<file path="src/rtl/instr_encoder_if.sv">
// Request, address-load and instruction-memory write signals of instr_encoder.
// master = requester/memory side (testbench), slave = the encoder itself.
interface instr_encoder_if;
    logic        req_valid;
    logic        req_ready;
    logic [1:0]  fmt;
    logic [6:0]  opcode;
    logic [4:0]  rd;
    logic [4:0]  rs1;
    logic [4:0]  rs2;
    logic [2:0]  funct3;
    logic [6:0]  funct7;
    logic [31:0] imm;
    logic        addr_load;
    logic [9:0]  addr_in;
    logic        mem_we;
    logic [9:0]  mem_addr;
    logic [31:0] mem_wdata;
    logic        mem_ack;
    logic        err;
    logic        wrapped;

    modport master (
        output req_valid, fmt, opcode, rd, rs1, rs2, funct3, funct7, imm,
        output addr_load, addr_in, mem_ack,
        input  req_ready, mem_we, mem_addr, mem_wdata, err, wrapped
    );

    modport slave (
        input  req_valid, fmt, opcode, rd, rs1, rs2, funct3, funct7, imm,
        input  addr_load, addr_in, mem_ack,
        output req_ready, mem_we, mem_addr, mem_wdata, err, wrapped
    );
endinterface

</file>
<file path="src/rtl/instr_encoder.sv">
// Packs R/I/S/B instruction fields into a 32-bit word and writes it to instruction memory.
// Optional immediate range checking is enabled with macro IMM_RANGE_CHECK_EN.
module instr_encoder (
    input  logic            clk,
    input  logic            reset,
    instr_encoder_if.slave  bus,
    output logic [1:0]      state_dbg
);
    // Handshakes: a request transfers on a cycle where req_valid=1 and req_ready=1;
    // a memory write is held (mem_we/mem_addr/mem_wdata stable) until the cycle mem_ack=1.
    localparam logic [1:0] IDLE   = 2'd0;
    localparam logic [1:0] ENCODE = 2'd1;
    localparam logic [1:0] WRITE  = 2'd2;

    localparam logic [1:0] FMT_R = 2'b00;
    localparam logic [1:0] FMT_I = 2'b01;
    localparam logic [1:0] FMT_S = 2'b10;

`ifdef IMM_RANGE_CHECK_EN
    localparam int IMM_W = 32;
`else
    localparam int IMM_W = 13;  // silent truncation needs only imm[12:0]
`endif

    logic [1:0]       state;
    logic [9:0]       ptr;
    logic [31:0]      wdata;
    logic             wrapped_q;
    logic [1:0]       fmt_q;
    logic [6:0]       opcode_q;
    logic [4:0]       rd_q;
    logic [4:0]       rs1_q;
    logic [4:0]       rs2_q;
    logic [2:0]       funct3_q;
    logic [6:0]       funct7_q;
    logic [IMM_W-1:0] imm_q;
    logic [31:0]      enc;
    logic             reject;

    always_comb begin
        enc = 32'd0;
        case (fmt_q)
            FMT_R:   enc = {funct7_q, rs2_q, rs1_q, funct3_q, rd_q, opcode_q};
            FMT_I:   enc = {imm_q[11:0], rs1_q, funct3_q, rd_q, opcode_q};
            FMT_S:   enc = {imm_q[11:5], rs2_q, rs1_q, funct3_q, imm_q[4:0], opcode_q};
            default: enc = {imm_q[12], imm_q[10:5], rs2_q, rs1_q, funct3_q,
                            imm_q[4:1], imm_q[11], opcode_q};
        endcase
    end

`ifdef IMM_RANGE_CHECK_EN
    logic err_q;

    always_comb begin
        reject = 1'b0;
        case (fmt_q)
            FMT_R:   reject = 1'b0;
            FMT_I,
            FMT_S:   reject = ($signed(imm_q) < -32'sd2048) || ($signed(imm_q) > 32'sd2047);
            default: reject = ($signed(imm_q) < -32'sd4096) || ($signed(imm_q) > 32'sd4094)
                              || imm_q[0];
        endcase
    end

    always_ff @(posedge clk or posedge reset) begin
        if (reset)
            err_q <= 1'b0;
        else
            err_q <= (state == ENCODE) && reject;
    end

    assign bus.err = err_q;
`else
    assign reject  = 1'b0;
    assign bus.err = 1'b0;
`endif

    always_ff @(posedge clk or posedge reset) begin
        if (reset) begin
            state     <= IDLE;
            ptr       <= 10'd0;
            wdata     <= 32'd0;
            wrapped_q <= 1'b0;
            fmt_q     <= 2'd0;
            opcode_q  <= 7'd0;
            rd_q      <= 5'd0;
            rs1_q     <= 5'd0;
            rs2_q     <= 5'd0;
            funct3_q  <= 3'd0;
            funct7_q  <= 7'd0;
            imm_q     <= '0;
        end else begin
            case (state)
                IDLE: begin
                    // A load coinciding with an accepted request retargets that request.
                    if (bus.addr_load)
                        ptr <= bus.addr_in;
                    if (bus.req_valid) begin
                        fmt_q    <= bus.fmt;
                        opcode_q <= bus.opcode;
                        rd_q     <= bus.rd;
                        rs1_q    <= bus.rs1;
                        rs2_q    <= bus.rs2;
                        funct3_q <= bus.funct3;
                        funct7_q <= bus.funct7;
                        imm_q    <= bus.imm[IMM_W-1:0];
                        state    <= ENCODE;
                    end
                end
                ENCODE: begin
                    if (reject) begin
                        state <= IDLE;
                    end else begin
                        wdata <= enc;
                        state <= WRITE;
                    end
                end
                WRITE: begin
                    if (bus.mem_ack) begin
                        ptr   <= ptr + 10'd1;
                        state <= IDLE;
                        if (ptr == 10'd1023)
                            wrapped_q <= 1'b1;
                    end
                end
                default: state <= IDLE;
            endcase
        end
    end

    assign bus.req_ready = (state == IDLE);
    assign bus.mem_we    = (state == WRITE);
    assign bus.mem_addr  = ptr;
    assign bus.mem_wdata = wdata;
    assign bus.wrapped   = wrapped_q;
    assign state_dbg     = state;
endmodule
</file>
<file path="src/flat_wrapper.sv">
// flat-port wrapper written by rule: the top's interface ports become plain ports
module instr_encoder_flat 
  (clk, reset, state_dbg, bus_req_valid, bus_fmt, bus_opcode, bus_rd, bus_rs1, bus_rs2, bus_funct3, bus_funct7, bus_imm, bus_addr_load, bus_addr_in, bus_mem_ack, bus_req_ready, bus_mem_we, bus_mem_addr, bus_mem_wdata, bus_err, bus_wrapped);
  instr_encoder_if bus_i ();
  input  logic clk;
  input  logic reset;
  output logic [1:0] state_dbg;
  input wire logic [$bits(bus_i.req_valid)-1:0] bus_req_valid;
  input wire logic [$bits(bus_i.fmt)-1:0] bus_fmt;
  input wire logic [$bits(bus_i.opcode)-1:0] bus_opcode;
  input wire logic [$bits(bus_i.rd)-1:0] bus_rd;
  input wire logic [$bits(bus_i.rs1)-1:0] bus_rs1;
  input wire logic [$bits(bus_i.rs2)-1:0] bus_rs2;
  input wire logic [$bits(bus_i.funct3)-1:0] bus_funct3;
  input wire logic [$bits(bus_i.funct7)-1:0] bus_funct7;
  input wire logic [$bits(bus_i.imm)-1:0] bus_imm;
  input wire logic [$bits(bus_i.addr_load)-1:0] bus_addr_load;
  input wire logic [$bits(bus_i.addr_in)-1:0] bus_addr_in;
  input wire logic [$bits(bus_i.mem_ack)-1:0] bus_mem_ack;
  output wire logic [$bits(bus_i.req_ready)-1:0] bus_req_ready;
  output wire logic [$bits(bus_i.mem_we)-1:0] bus_mem_we;
  output wire logic [$bits(bus_i.mem_addr)-1:0] bus_mem_addr;
  output wire logic [$bits(bus_i.mem_wdata)-1:0] bus_mem_wdata;
  output wire logic [$bits(bus_i.err)-1:0] bus_err;
  output wire logic [$bits(bus_i.wrapped)-1:0] bus_wrapped;
  assign bus_i.req_valid = bus_req_valid;
  assign bus_i.fmt = bus_fmt;
  assign bus_i.opcode = bus_opcode;
  assign bus_i.rd = bus_rd;
  assign bus_i.rs1 = bus_rs1;
  assign bus_i.rs2 = bus_rs2;
  assign bus_i.funct3 = bus_funct3;
  assign bus_i.funct7 = bus_funct7;
  assign bus_i.imm = bus_imm;
  assign bus_i.addr_load = bus_addr_load;
  assign bus_i.addr_in = bus_addr_in;
  assign bus_i.mem_ack = bus_mem_ack;
  assign bus_req_ready = bus_i.req_ready;
  assign bus_mem_we = bus_i.mem_we;
  assign bus_mem_addr = bus_i.mem_addr;
  assign bus_mem_wdata = bus_i.mem_wdata;
  assign bus_err = bus_i.err;
  assign bus_wrapped = bus_i.wrapped;
  instr_encoder u_core (.clk(clk), .reset(reset), .bus(bus_i), .state_dbg(state_dbg));
endmodule
</file>
<file path="config.mk">
export PLATFORM = sky130hd
export DESIGN_NAME = instr_encoder_flat
export DESIGN_NICKNAME = d
export VERILOG_FILES = /design/src/rtl/instr_encoder_if.sv /design/src/rtl/instr_encoder.sv /design/src/flat_wrapper.sv
export SDC_FILE = /design/constraint.sdc
export NUM_CORES = 1
export LEC_CHECK = 0
export CAP_MARGIN = 20
export CORE_UTILIZATION = 50
export CTS_CLUSTER_DIAMETER = 40
export DETAILED_ROUTE_END_ITERATION = 7
export PLACE_DENSITY = 0.84
export SLEW_MARGIN = 10
export SYNTH_ARGS = -nofsm -noshare
export SYNTH_HDL_FRONTEND = slang
export SYNTH_SLANG_ARGS = --single-unit
</file>
<file path="constraint.sdc">
create_clock -name clk -period 7.1 [get_ports clk]
set_input_delay 2.13 -clock clk [delete_from_list [all_inputs] [get_ports clk]]
set_output_delay 2.13 -clock clk [all_outputs]
set_load 0.005 [all_outputs]
</file>
-- Word-level counts from Yosys, hierarchy flattened
Cells that the tools add are included.
- register bits: 92
- output and inout bits: 48
- add/sub/neg operators: 1
- equality and inequality tests: 8
- multiplexer cells: 7
- reduce and logical (&&, ||, !) cells: 7
- operators with widths (operator ; count):
    32-bit one-hot mux with 3 select lines ; 1
    10-bit two-way mux ; 2
    10-bit one-hot mux with 2 select lines ; 1
    10-bit by 1-bit adder with 10-bit output, second input constant ; 1
    10-bit equality test, second input constant ; 1
    2-bit != test, second input constant ; 3
    2-bit one-hot mux with 3 select lines ; 1
    3-bit AND reduction ; 2
    2-bit by 1-bit equality test with 1-bit output, second input constant ; 2
    2-bit equality test, second input constant ; 2
    2-bit zero test ; 2
    2-bit two-way mux ; 2
    2-bit AND reduction ; 2
    2-bit nonzero test ; 1

-- Longest topological paths before layout
- word-level depth: 3
- depth in mapped cells: 7
- gate-level depth less buffers: 5

-- Least setup slack after synthesis
OpenSTA, ideal clock, no wires.
- path kind: register to output
- start point: reg u_core.state[0] (netlist: u_core.state_dbg[0])
- end point: out bus_mem_we
- arrival time: 1.012 ns
- data required time: 4.970 ns
- setup slack: 3.958 ns
- cell stages (with the launch flop): 5
- buffers on the path: 2
- path through: dfrtp_1 > nand2b_1 > buf_4 > inv_2 > buf_4
- cells in the longest elaborated chain, start to end: 1
- ends and longest elaborated chain (what ; RTL line ; source):
    from (decl) ; instr_encoder.sv:25 ; logic [1:0] state;
    from (signal assigned) ; instr_encoder.sv:80 ; state <= IDLE;
    from (signal assigned) ; instr_encoder.sv:107 ; state <= ENCODE;
    from (signal assigned) ; instr_encoder.sv:112 ; state <= IDLE;
    2-bit equality test ; instr_encoder.sv:132 ; assign bus.mem_we = (state == WRITE);
    to (decl) ; flat_wrapper.sv:21 ; output wire logic [$bits(bus_i.mem_we)-1:0] bus_mem_we;
No other way between the ends.

-- Worst setup path in the final report
Same ends and word-level chain as after synthesis.

==> metrics <==
status finished clean; CP endpoint kind output pin; Placed Area 0.00506 mm²; Post-CTS Setup Bufs 0; Setup WS post-layout 2.95 ns; Overflow after GRT 0; Port Buffer Count 108; core area 0.00769 mm²; #FFs+latches synth 92; fin crit period 4.15 ns; Routed Antenna Nets 0; Critical Path Source Type flip-flop; P_leak approximately 2.3 nW; reported max-cap violation count 0; Worst IR Drop VDD 221 µV; Netlist cell types 32; synth warn 0; nets 489; pre-CTS setup slack around 3.2 ns; xor and xnor area share after synthesis 0%; FP Rows 32; Synthesized Nets about 390; Die Span X 90.9 µm; mapped cell area 0.00396 mm²; die height around 91 µm; Worst EP arrival 2.02 ns; Setup CP Type reg2out; antenna violations before repair 0; CTS clk-pin slew, worst paths 0.09 ns; fmax 241 MHz; busiest grt layer met2; layout cells sized above 1 21.4%; met3 Usage GRT 7.45%; Sink Count 92; mean number of vias per cell 5.25; r2r setup slk between 5 and 6 ns; Avg Synthesized Cell Area 13.0 µm²; filler instances 568; gpl congestion approximately 0.84; Post-Syn Instances 305; initial core utilization 51.4%; io pins 129; largest net degree at the start of global routing 92; slowest cell on the critical path clkdlybuf4s50_1; worst skew pair latency 0.35 ns; clock buffer count from CTS 9; post-route clock period utilization 58.5%; met2 GRT Util 33.0%; drt wl/cell 15.4 µm; global-route wire length before repair between 10000 and 15000 µm; sum of negative setup slack 0 ns; CP delay by family, top buffers and inverters; Hold/Removal Path Class reg2reg; drt drc 0; clk buf depth 2; main combinational cell family by area after synthesis multiplexers; CP bufs+invs 2; GRT Overall Usage 20.5%; Slew HR about 32%; adder-cell share of the synthesized area 0.316%; H-tree levels 3; RSZ-0062 raised after global routing no; power per cell area 429 mW/mm²; endpoints failing setup 0; root buffer cell clkbuf_8; vias in the first global route about 2.8k; Crit path largest cell delay roughly 0.56 ns; Final Hold Viols 0; die footprint 0.00827 mm²; DR iter-0 viols 84; max-slew violations 0; final instance area 0.00525 mm²; DP HPWL 5330 µm; CTS Hold Bufs 0; vias approximately 2.7k; mux cell area share after synthesis 24.3%; CP required 4.97 ns; Slew @ Worst Pin 1.01 ns; critical path peak fanout 19; number of gates resized after CTS 0; Post-Synth Simple-Gate Area 6.64%; GR Layer Usage met1 25.6%; CP cell instances nand2b_1 -> inv_2 -> clkdlybuf4s50_1; final WL 7920 µm; total iterations of the first detailed-routing run 4; # diodes 0; Syn-to-layout area delta 32.7%; Setup Skew 0.0104 ns; Compound-Gate Fraction of Synth Area 7.18%; CTS tree built; Seq/Total Area, Yosys roughly three fifths
placed cells by master, fill, tap and decap left out, types with 4 or more instances in the layout:
cell / count
clkdlybuf4s50_1: 108
dfrtp_1: 92
mux2_2: 44
nand2_1: 29
o21ai_0: 27
mux2_4: 19
mux2i_1: 18
a21oi_1: 12
clkbuf_8: 11
nor2_1: 8
nand3_1: 7
o22ai_1: 4
layout make-up:
class	instances	area [µm²]	area share (%)
clock buffer	11	151	2.89
sequential	92	2300	43.9
clock inverter	5	35.0	0.668
inverter	3	12.5	0.238
multi-input combinational	192	1530	29.1
timing repair buffer	109	1090	20.8
tap	102	128	2.43
registers in the layout, summed over array words and instances (netlist names), 5 cells and up:
signal                flops
u_core.rd_q               5
u_core.bus.mem_wdata     32
u_core.funct7_q           7
u_core.bus.mem_addr      10
u_core.rs2_q              5
u_core.opcode_q           7
u_core.rs1_q              5
u_core.imm_q             13
per-stage QoR:
step	power, mW	hold slack (ns)	utilization (%)	cells
2_1_floorplan	1.54	0.468	-	305
3_3_place_gp	1.90	0.462	65.8	498
3_5_place_dp	1.94	0.467	65.8	498
4_1_cts	2.27	0.489	68.2	514
5_1_grt	2.41	0.515	68.3	514
6_report	2.25	0.480	68.3	514
power breakdown:
group / internal, mW / total (mW) / switching, mW
sequential: 0.788 / 0.976 / 0.188
clock: 0.147 / 0.328 / 0.180
combinational: 0.596 / 0.946 / 0.350
cell usage after synthesis (all sizes together):
| master | number | area (µm²) |
|---|---|---|
| dfrtp | 92 | 2300 |
| mux2 | 63 | 781 |
| nand2 | 29 | 109 |
| o21ai | 27 | 135 |
| mux2i | 18 | 180 |
| buf | 15 | 106 |
| a21oi | 12 | 60.1 |
| nor2 | 10 | 42.5 |
| nand3 | 7 | 35.0 |
| nand2b | 4 | 25.0 |
| o22ai | 4 | 25.0 |
| a2bb2oi | 3 | 26.3 |
| and3 | 3 | 18.8 |
| clkbuf | 3 | 11.3 |
| inv | 3 | 11.3 |
| and2 | 2 | 15.0 |
| a31o | 1 | 8.76 |
| a31oi | 1 | 6.26 |
| conb | 1 | 3.75 |
| ha | 1 | 12.5 |
| nor3 | 1 | 5.00 |
| o21a | 1 | 7.51 |
| o21bai | 1 | 7.51 |
| o31ai | 1 | 7.51 |
| or2 | 1 | 6.26 |
| or3 | 1 | 6.26 |
per-layer routing:
layer / wire length (µm) / share of wire, %
met3: 572 / 7.2
met2: 3790 / 48
met5: 0 / 0
met1: 3450 / 44
met4: 95 / 1.2
cells by family (layout without fill, tap and decap cells):
family                   Yosys count  in the layout
buffers and inverters             21            128
AO/OA/AOI/OAI                     51             51
multiplexers                      81             81
flip-flops                        92             92
AND/OR/NAND/NOR                   58             58
adder cells (fa/ha/maj)            1              1
other                              1              1
path summary, 6_finish.rpt:
check / from / end / cells after the start
min in group asynchronous: reset / u_core.funct7_q[5]$_DFFE_PP0P_ / 2
worst min register to register: u_core.bus.wrapped$_DFFE_PP0P_ / u_core.bus.wrapped$_DFFE_PP0P_ / 1
max in group asynchronous: reset / u_core.fmt_q[0]$_DFFE_PP0P_ / 3
worst max register to register: u_core.state_dbg[1]$_DFFE_PP0P_ / u_core.bus.mem_wdata[3]$_DFFE_PP0N_ / 2
worst max-delay path: u_core.state_dbg[0]$_DFFE_PP0P_ / bus_mem_we / 3
worst min-delay path: u_core.bus.wrapped$_DFFE_PP0P_ / u_core.bus.wrapped$_DFFE_PP0P_ / 1
Note: power is estimated with default switching activity, not from simulation.
